[config.mk]
export PLATFORM = sky130hd
export DESIGN_NAME = ad9363_tdd_ctrl
export DESIGN_NICKNAME = d
export VERILOG_FILES = /design/src/rtl/ad9363_tdd_ctrl.sv
export SDC_FILE = /design/constraint.sdc
export NUM_CORES = 1
export LEC_CHECK = 0
export CAP_MARGIN = 40
export CORE_AREA = 3 3 87 89
export CTS_BUF_LIST = sky130_fd_sc_hd__clkbuf_2
export DETAILED_ROUTE_END_ITERATION = 12
export DIE_AREA = 0 0 90 92
export PLACE_DENSITY = 0.77
export SLEW_MARGIN = 20
export SYNTH_ARGS = -nofsm -noshare
export SYNTH_HDL_FRONTEND = slang
export SYNTH_SLANG_ARGS = --single-unit
[constraint.sdc]
create_clock -name clk -period 2 [get_ports clk]
set_input_delay 0.3 -clock clk [delete_from_list [all_inputs] [get_ports clk]]
set_output_delay 0.3 -clock clk [all_outputs]
set_load 0.005 [all_outputs]
[src/rtl/ad9363_tdd_ctrl.sv]
// ---------------------------------------------------------------------------
// ad9363_tdd_ctrl
//
// Time-division-duplex scheduler in front of ad9363_stream. It owns the
// AD9363 ENABLE/TXNRX pins and hands the shared radio either to a TX burst
// requester or to a periodic RX capture window. The internal IQ streams are
// gated so that samples only move while the radio is in the matching mode.
//
// Ports
//   clk, rst                       clock, asynchronous active-low reset
//   cfg_rx_len                     RX window length in samples (0 = RX off)
//   tx_req, tx_len                 level burst request and its length
//   tx_ack, tx_done, tx_underrun   one-cycle status pulses
//   src_valid/ready, src_i/q       TX sample source
//   st_in_valid/ready, st_in_i/q   samples towards ad9363_stream
//   st_out_valid/ready, st_out_i/q samples from ad9363_stream
//   sink_valid/ready, sink_i/q     RX sample sink
//   ad_enable, ad_txnrx            registered radio pins (txnrx 1 = TX)
//   state                          current FSM state for debug
//
// Handshakes: a sample transfers on a rising clk edge where valid and ready
// are both high. valid never waits on ready; ready may depend on valid.
// ---------------------------------------------------------------------------
module ad9363_tdd_ctrl #(
    parameter int DATA_W    = 12,
    parameter int LEN_W     = 16,
    parameter int GUARD_CYC = 8
) (
    input  logic              clk,
    input  logic              rst,
    input  logic [LEN_W-1:0]  cfg_rx_len,
    input  logic              tx_req,
    input  logic [LEN_W-1:0]  tx_len,
    output logic              tx_ack,
    output logic              tx_done,
    output logic              tx_underrun,
    input  logic              src_valid,
    output logic              src_ready,
    input  logic [DATA_W-1:0] src_i,
    input  logic [DATA_W-1:0] src_q,
    output logic              st_in_valid,
    input  logic              st_in_ready,
    output logic [DATA_W-1:0] st_in_i,
    output logic [DATA_W-1:0] st_in_q,
    input  logic              st_out_valid,
    output logic              st_out_ready,
    input  logic [DATA_W-1:0] st_out_i,
    input  logic [DATA_W-1:0] st_out_q,
    output logic              sink_valid,
    input  logic              sink_ready,
    output logic [DATA_W-1:0] sink_i,
    output logic [DATA_W-1:0] sink_q,
    output logic              ad_enable,
    output logic              ad_txnrx,
    output logic [2:0]        state
);

    // A guard of zero cycles would let data move before the radio settles,
    // so the effective guard is at least one cycle.
    localparam int GUARD_EFF = (GUARD_CYC < 1) ? 1 : GUARD_CYC;
    localparam int GCNT_RAW  = $clog2(GUARD_CYC + 1);
    localparam int GCNT_W    = (GCNT_RAW < 1) ? 1 : GCNT_RAW;
    localparam logic [GCNT_W-1:0] GUARD_LOAD = GCNT_W'(GUARD_EFF - 1);

    typedef enum logic [2:0] {
        S_IDLE     = 3'd0,
        S_TX_GUARD = 3'd1,
        S_TX       = 3'd2,
        S_RX_GUARD = 3'd3,
        S_RX       = 3'd4
    } state_t;

    state_t             state_q;
    state_t             state_d;
    logic [GCNT_W-1:0]  guard_q;
    logic [GCNT_W-1:0]  guard_d;
    logic [LEN_W-1:0]   rem_q;
    logic [LEN_W-1:0]   rem_d;
    logic               ack_q;
    logic               ack_d;
    logic               zero_done_q;
    logic               zero_done_d;

    logic               tx_active;
    logic               rx_active;
    logic               st_in_hs;
    logic               sink_hs;
    logic               last_sample;

    // -----------------------------------------------------------------------
    // Stream gating: purely combinational from the registered state so the
    // datapath adds no latency.
    // -----------------------------------------------------------------------
    always_comb begin
        tx_active    = (state_q == S_TX);
        rx_active    = (state_q == S_RX);

        st_in_valid  = tx_active;
        st_in_i      = (tx_active && src_valid) ? src_i : '0;
        st_in_q      = (tx_active && src_valid) ? src_q : '0;
        src_ready    = tx_active && src_valid && st_in_ready;
        st_in_hs     = tx_active && st_in_ready;

        // Outside RX the stream output is always drained so that stale
        // samples captured during the guard or while idle are dropped.
        sink_valid   = rx_active && st_out_valid;
        sink_i       = rx_active ? st_out_i : '0;
        sink_q       = rx_active ? st_out_q : '0;
        st_out_ready = rx_active ? sink_ready : 1'b1;
        sink_hs      = rx_active && st_out_valid && sink_ready;

        // rem_q is loaded non-zero on entry, so 1 marks the final sample.
        last_sample  = (rem_q == LEN_W'(1));

        // A starved source still consumes a burst slot: a zero sample goes
        // out and is flagged, keeping the burst length exact.
        tx_underrun  = st_in_hs && !src_valid;
        tx_done      = zero_done_q || (st_in_hs && last_sample);
        tx_ack       = ack_q;
        state        = state_q;
    end

    // -----------------------------------------------------------------------
    // Next-state logic
    // -----------------------------------------------------------------------
    always_comb begin
        state_d     = state_q;
        guard_d     = guard_q;
        rem_d       = rem_q;
        ack_d       = 1'b0;
        zero_done_d = 1'b0;

        case (state_q)
            S_IDLE: begin
                // TX wins over RX when both are eligible.
                if (tx_req) begin
                    ack_d = 1'b1;
                    if (tx_len != '0) begin
                        rem_d   = tx_len;
                        guard_d = GUARD_LOAD;
                        state_d = S_TX_GUARD;
                    end else begin
                        // Empty burst: acknowledge and complete at once.
                        zero_done_d = 1'b1;
                    end
                end else if (cfg_rx_len != '0) begin
                    // Window length is captured here; later edits to
                    // cfg_rx_len only affect the next window.
                    rem_d   = cfg_rx_len;
                    guard_d = GUARD_LOAD;
                    state_d = S_RX_GUARD;
                end
            end

            S_TX_GUARD: begin
                if (guard_q == '0) begin
                    state_d = S_TX;
                end else begin
                    guard_d = guard_q - GCNT_W'(1);
                end
            end

            S_TX: begin
                if (st_in_hs) begin
                    rem_d = rem_q - LEN_W'(1);
                    if (last_sample) begin
                        state_d = S_IDLE;
                    end
                end
            end

            S_RX_GUARD: begin
                if (guard_q == '0) begin
                    state_d = S_RX;
                end else begin
                    guard_d = guard_q - GCNT_W'(1);
                end
            end

            S_RX: begin
                // RX runs to completion; a pending tx_req is only looked at
                // once the FSM is back in IDLE.
                if (sink_hs) begin
                    rem_d = rem_q - LEN_W'(1);
                    if (last_sample) begin
                        state_d = S_IDLE;
                    end
                end
            end

            default: begin
                state_d = S_IDLE;
            end
        endcase
    end

    // -----------------------------------------------------------------------
    // State register. The radio pins are registered from the next state so
    // they line up exactly with the state they describe.
    // -----------------------------------------------------------------------
    always_ff @(posedge clk or negedge rst) begin
        if (!rst) begin
            state_q     <= S_IDLE;
            guard_q     <= '0;
            rem_q       <= '0;
            ack_q       <= 1'b0;
            zero_done_q <= 1'b0;
            ad_enable   <= 1'b0;
            ad_txnrx    <= 1'b0;
        end else begin
            state_q     <= state_d;
            guard_q     <= guard_d;
            rem_q       <= rem_d;
            ack_q       <= ack_d;
            zero_done_q <= zero_done_d;
            ad_enable   <= (state_d != S_IDLE);
            ad_txnrx    <= (state_d == S_TX_GUARD) || (state_d == S_TX);
        end
    end

endmodule
==> out/results.txt <==
Initial antenna violation count = 0
R2R Path Start = rem_q[14]
Slew HR = 70.1%
EDFF count, synth = 0
Max-slew violations = 0
Sw frac = 41.5%
Internal = 2.69 mW
Placed cell areas = 0.00435 mm2
First drt pass iteration count = 4
Power Dens Cells = 938 mW/mm2
First-pass GRT wire length = 15.9 mm
Sinks on Clock Net = 27
Worst setup SP type = register
CTS hold repair buffers = 0
Area Overhead vs Synth = 113%
CTS tree = yes
CP max FO = 2
Critical path class = reg -> out
Share of layout cells above drive strength 1 = 48.2%
Gp weighted congestion = 0.888
Status = complete, but fails checks
Seq cells post-synth = 27
R2R Setup Slk = -0.30 ns
Worst skew pair latency = 0.39 ns
DRT antenna net count = 0
Reg-to-Reg End = ad_enable
Psw = 1.90 mW
Layout net count = 595
Hold crit path type = in -> async
Clock power share = 5.0%
WL final = 11.6 mm
Die Ht = 92 um
H-tree lvl count = 1
Die Wd = 90 um
Critical Path RT = 1.70 ns
Synth top area share = 29.4%
Post-Syn Area per Cell = 8.38 um2
Combinational Power Share = 74.1%
Vias post-DR = 3232
GR Overflow Total = 0
Skew final = 0.00420 ns
Antenna diodes = 0
Post-synth cell types = 49
Synthesized Nets = 364
Largest net degree at the start of global routing = 28
Max Cap Violations = 0
WHS = 0.250 ns
RSZ-0062 raised after global routing = yes
FFs w/ async S/R, synth = 100%
CP endpoint kind = output pin
DR iter-0 viols = 151
Seq pwr share = 20.9%
Final setup fails = 48
Total power draw = 4.59 mW
Worst slew pin tran = 0.448 ns
Post-layout instance area = 0.00490 mm2
Leakage power total = 2.26 nW
Core Region = 0.00683 mm2
Synth Flop Type = dfrtp_1
Synth area leader = dfrtp_1
CP arrival = 2.03 ns
Fmax = 429 MHz
Worst VDD drop = 0.623 mV
Minimum clock period = 2.33 ns
CTS Buffer Depth = 2
Initial Util = 33.6%
Failing checks = setup timing
Post-Syn Instances = 274
Mean routed wirelength per cell = 19.3 um
Total track usage = 23.6%
Hold Violations, Final = 0
TritonCTS buffer count = 3
Fin util = 71.7%
Reg2reg path depth = 6
Ports = 147
Synth top area cells = dfrtp_1 (29%), and2_1 (6.8%), and3_1 (6.8%), mux2i_1 (4.4%), mux2_2 (3.9%)
Seq/Total Area, Yosys = 29.4%
Mapped cell area = 0.00230 mm2
Via/cell ratio = 5.39
Clock transition at path regs = 0.28 ns
Pre-CTS setup slack = -0.525 ns
DRC violations left = 0
Port buffer count = 146
Yosys warns = 0
Root buffer cell = clkbuf_2
FP Rows = 30
Vias in the first global route = 2971
Post-DP HPWL = 8.14 mm
Tcrit/Tclk final = 117%
Final worst-path setup slack = -0.333 ns
Die area = 0.00828 mm2
## worst max-delay path by stage
| stage | startpoint | to | depth (start not counted) |
|---|---|---|---|
| after floorplan | rem_q[7] | ad_enable | 5 |
| after global placement | tx_len[8] | rem_q[7] | 7 |
| after detailed placement | tx_len[8] | rem_q[7] | 7 |
| after CTS | rem_q[1] | tx_done | 6 |
| after global routing | rem_q[14] | tx_done | 4 |
| final | rem_q[14] | tx_done | 4 |
## metrics by stage
step                setup TNS [ns]  instances
floorplan                  -0.0395        274
detailed placement          -10.34        564
global route                -11.37        600
finish                       -6.86        600
CTS                          -7.33        579
global placement             -9.76        564
## power by group through the flow
| stage | sequential, mW | combinational, mW | clock [mW] |
|---|---|---|---|
| 2_1_floorplan | 0.967 | 1.31 | 0 |
| 3_3_place_gp | 0.940 | 2.57 | 0 |
| 3_5_place_dp | 0.956 | 2.64 | 0 |
| 4_1_cts | 0.956 | 2.80 | 0.234 |
| 5_1_grt | 0.981 | 3.62 | 0.246 |
| 6_report | 0.961 | 3.40 | 0.229 |
## synth_stat cells, types with 2 or more instances
cell,n
o22ai_1,5
a22o_1,2
buf_2,2
nand3_1,5
o22a_1,5
a221oi_1,3
dfrtp_1,27
nor2b_1,3
nor4_4,2
inv_1,12
nor2_1,22
nor4_1,8
mux2i_1,10
a32oi_1,3
a21oi_1,13
nor3_1,4
nand2b_1,4
or4_4,2
and3_1,25
a31oi_1,4
mux2_2,8
clkbuf_1,16
o21ai_0,5
or3_1,6
a2bb2oi_1,4
or2_2,3
a211o_1,2
and2_1,25
nand2_1,6
a211oi_1,9
nor3b_1,4
ha_1,3
xnor2_1,4
nand4_1,3
## cell families (layout without fill, tap and decap cells)
family | count (synthesis) | count (layout) | synth area share, %
muxes | 18 | 18 | 8.28
and+or+nand+nor | 126 | 126 | 33.2
adders and majority gates | 3 | 3 | 1.64
DFF | 27 | 27 | 29.4
xor gates and xnor gates | 4 | 4 | 1.53
AOI/OAI and AO/OA | 65 | 65 | 20.8
buffers and inverters | 31 | 261 | 5.18
## sequential cells by signal (all words and copies together) (netlist names)
signal and flops:
ad_enable 1, ad_txnrx 1, guard_q 4, rem_q 16, state 3, tx_ack 1
zero_done_q 1
## final cells by class
cell class | count | area (um2)
sequential | 27 | 679
clock buffer | 3 | 15.0
tap | 96 | 120
fill | 451 | 1940
inverter | 12 | 45.0
multi-input combinational | 216 | 1800
timing repair buffer | 245 | 2230
clock inverter | 1 | 5.00
## repair_timing
item                       CTS  global route
setup endpoints to repair   68            74
pin swaps                    9            44
cloned                       2             3
setup buffers                9            23
hold endpoints to repair     0             0
gates resized for setup    161           160
## metal layers
metal	GRT usage, %	share of wire, %
met2	43.9	52
met5	0	0
met4	8.29	5.6
met3	5.25	6.4
met1	26.4	36
## cells in the final DEF (no fill, tap or decap), types with 4 or more instances in the layout
cell type	count
buf_2	18
o22a_1	5
nand2b_1	4
and2_4	23
and3_1	16
nand2_1	6
a21oi_1	10
buf_4	79
a31oi_1	4
nand3_1	4
clkdlybuf4s50_1	92
nor3_1	4
nor2_1	19
o22ai_1	4
mux2i_1	10
a211oi_1	6
o21ai_0	4
clkbuf_2	5
inv_1	9
and3_4	9
dfrtp_1	24
mux2_2	8
nor4_1	5
buf_6	51
## worst max-delay path, stage by stage, from the launching register on
cell     delay (ns)
dfrtp_1        0.45
or4_4          0.58
nor4_4         0.32
a31o_2         0.20
buf_6          0.10
(Power assumes the default switching activity.)
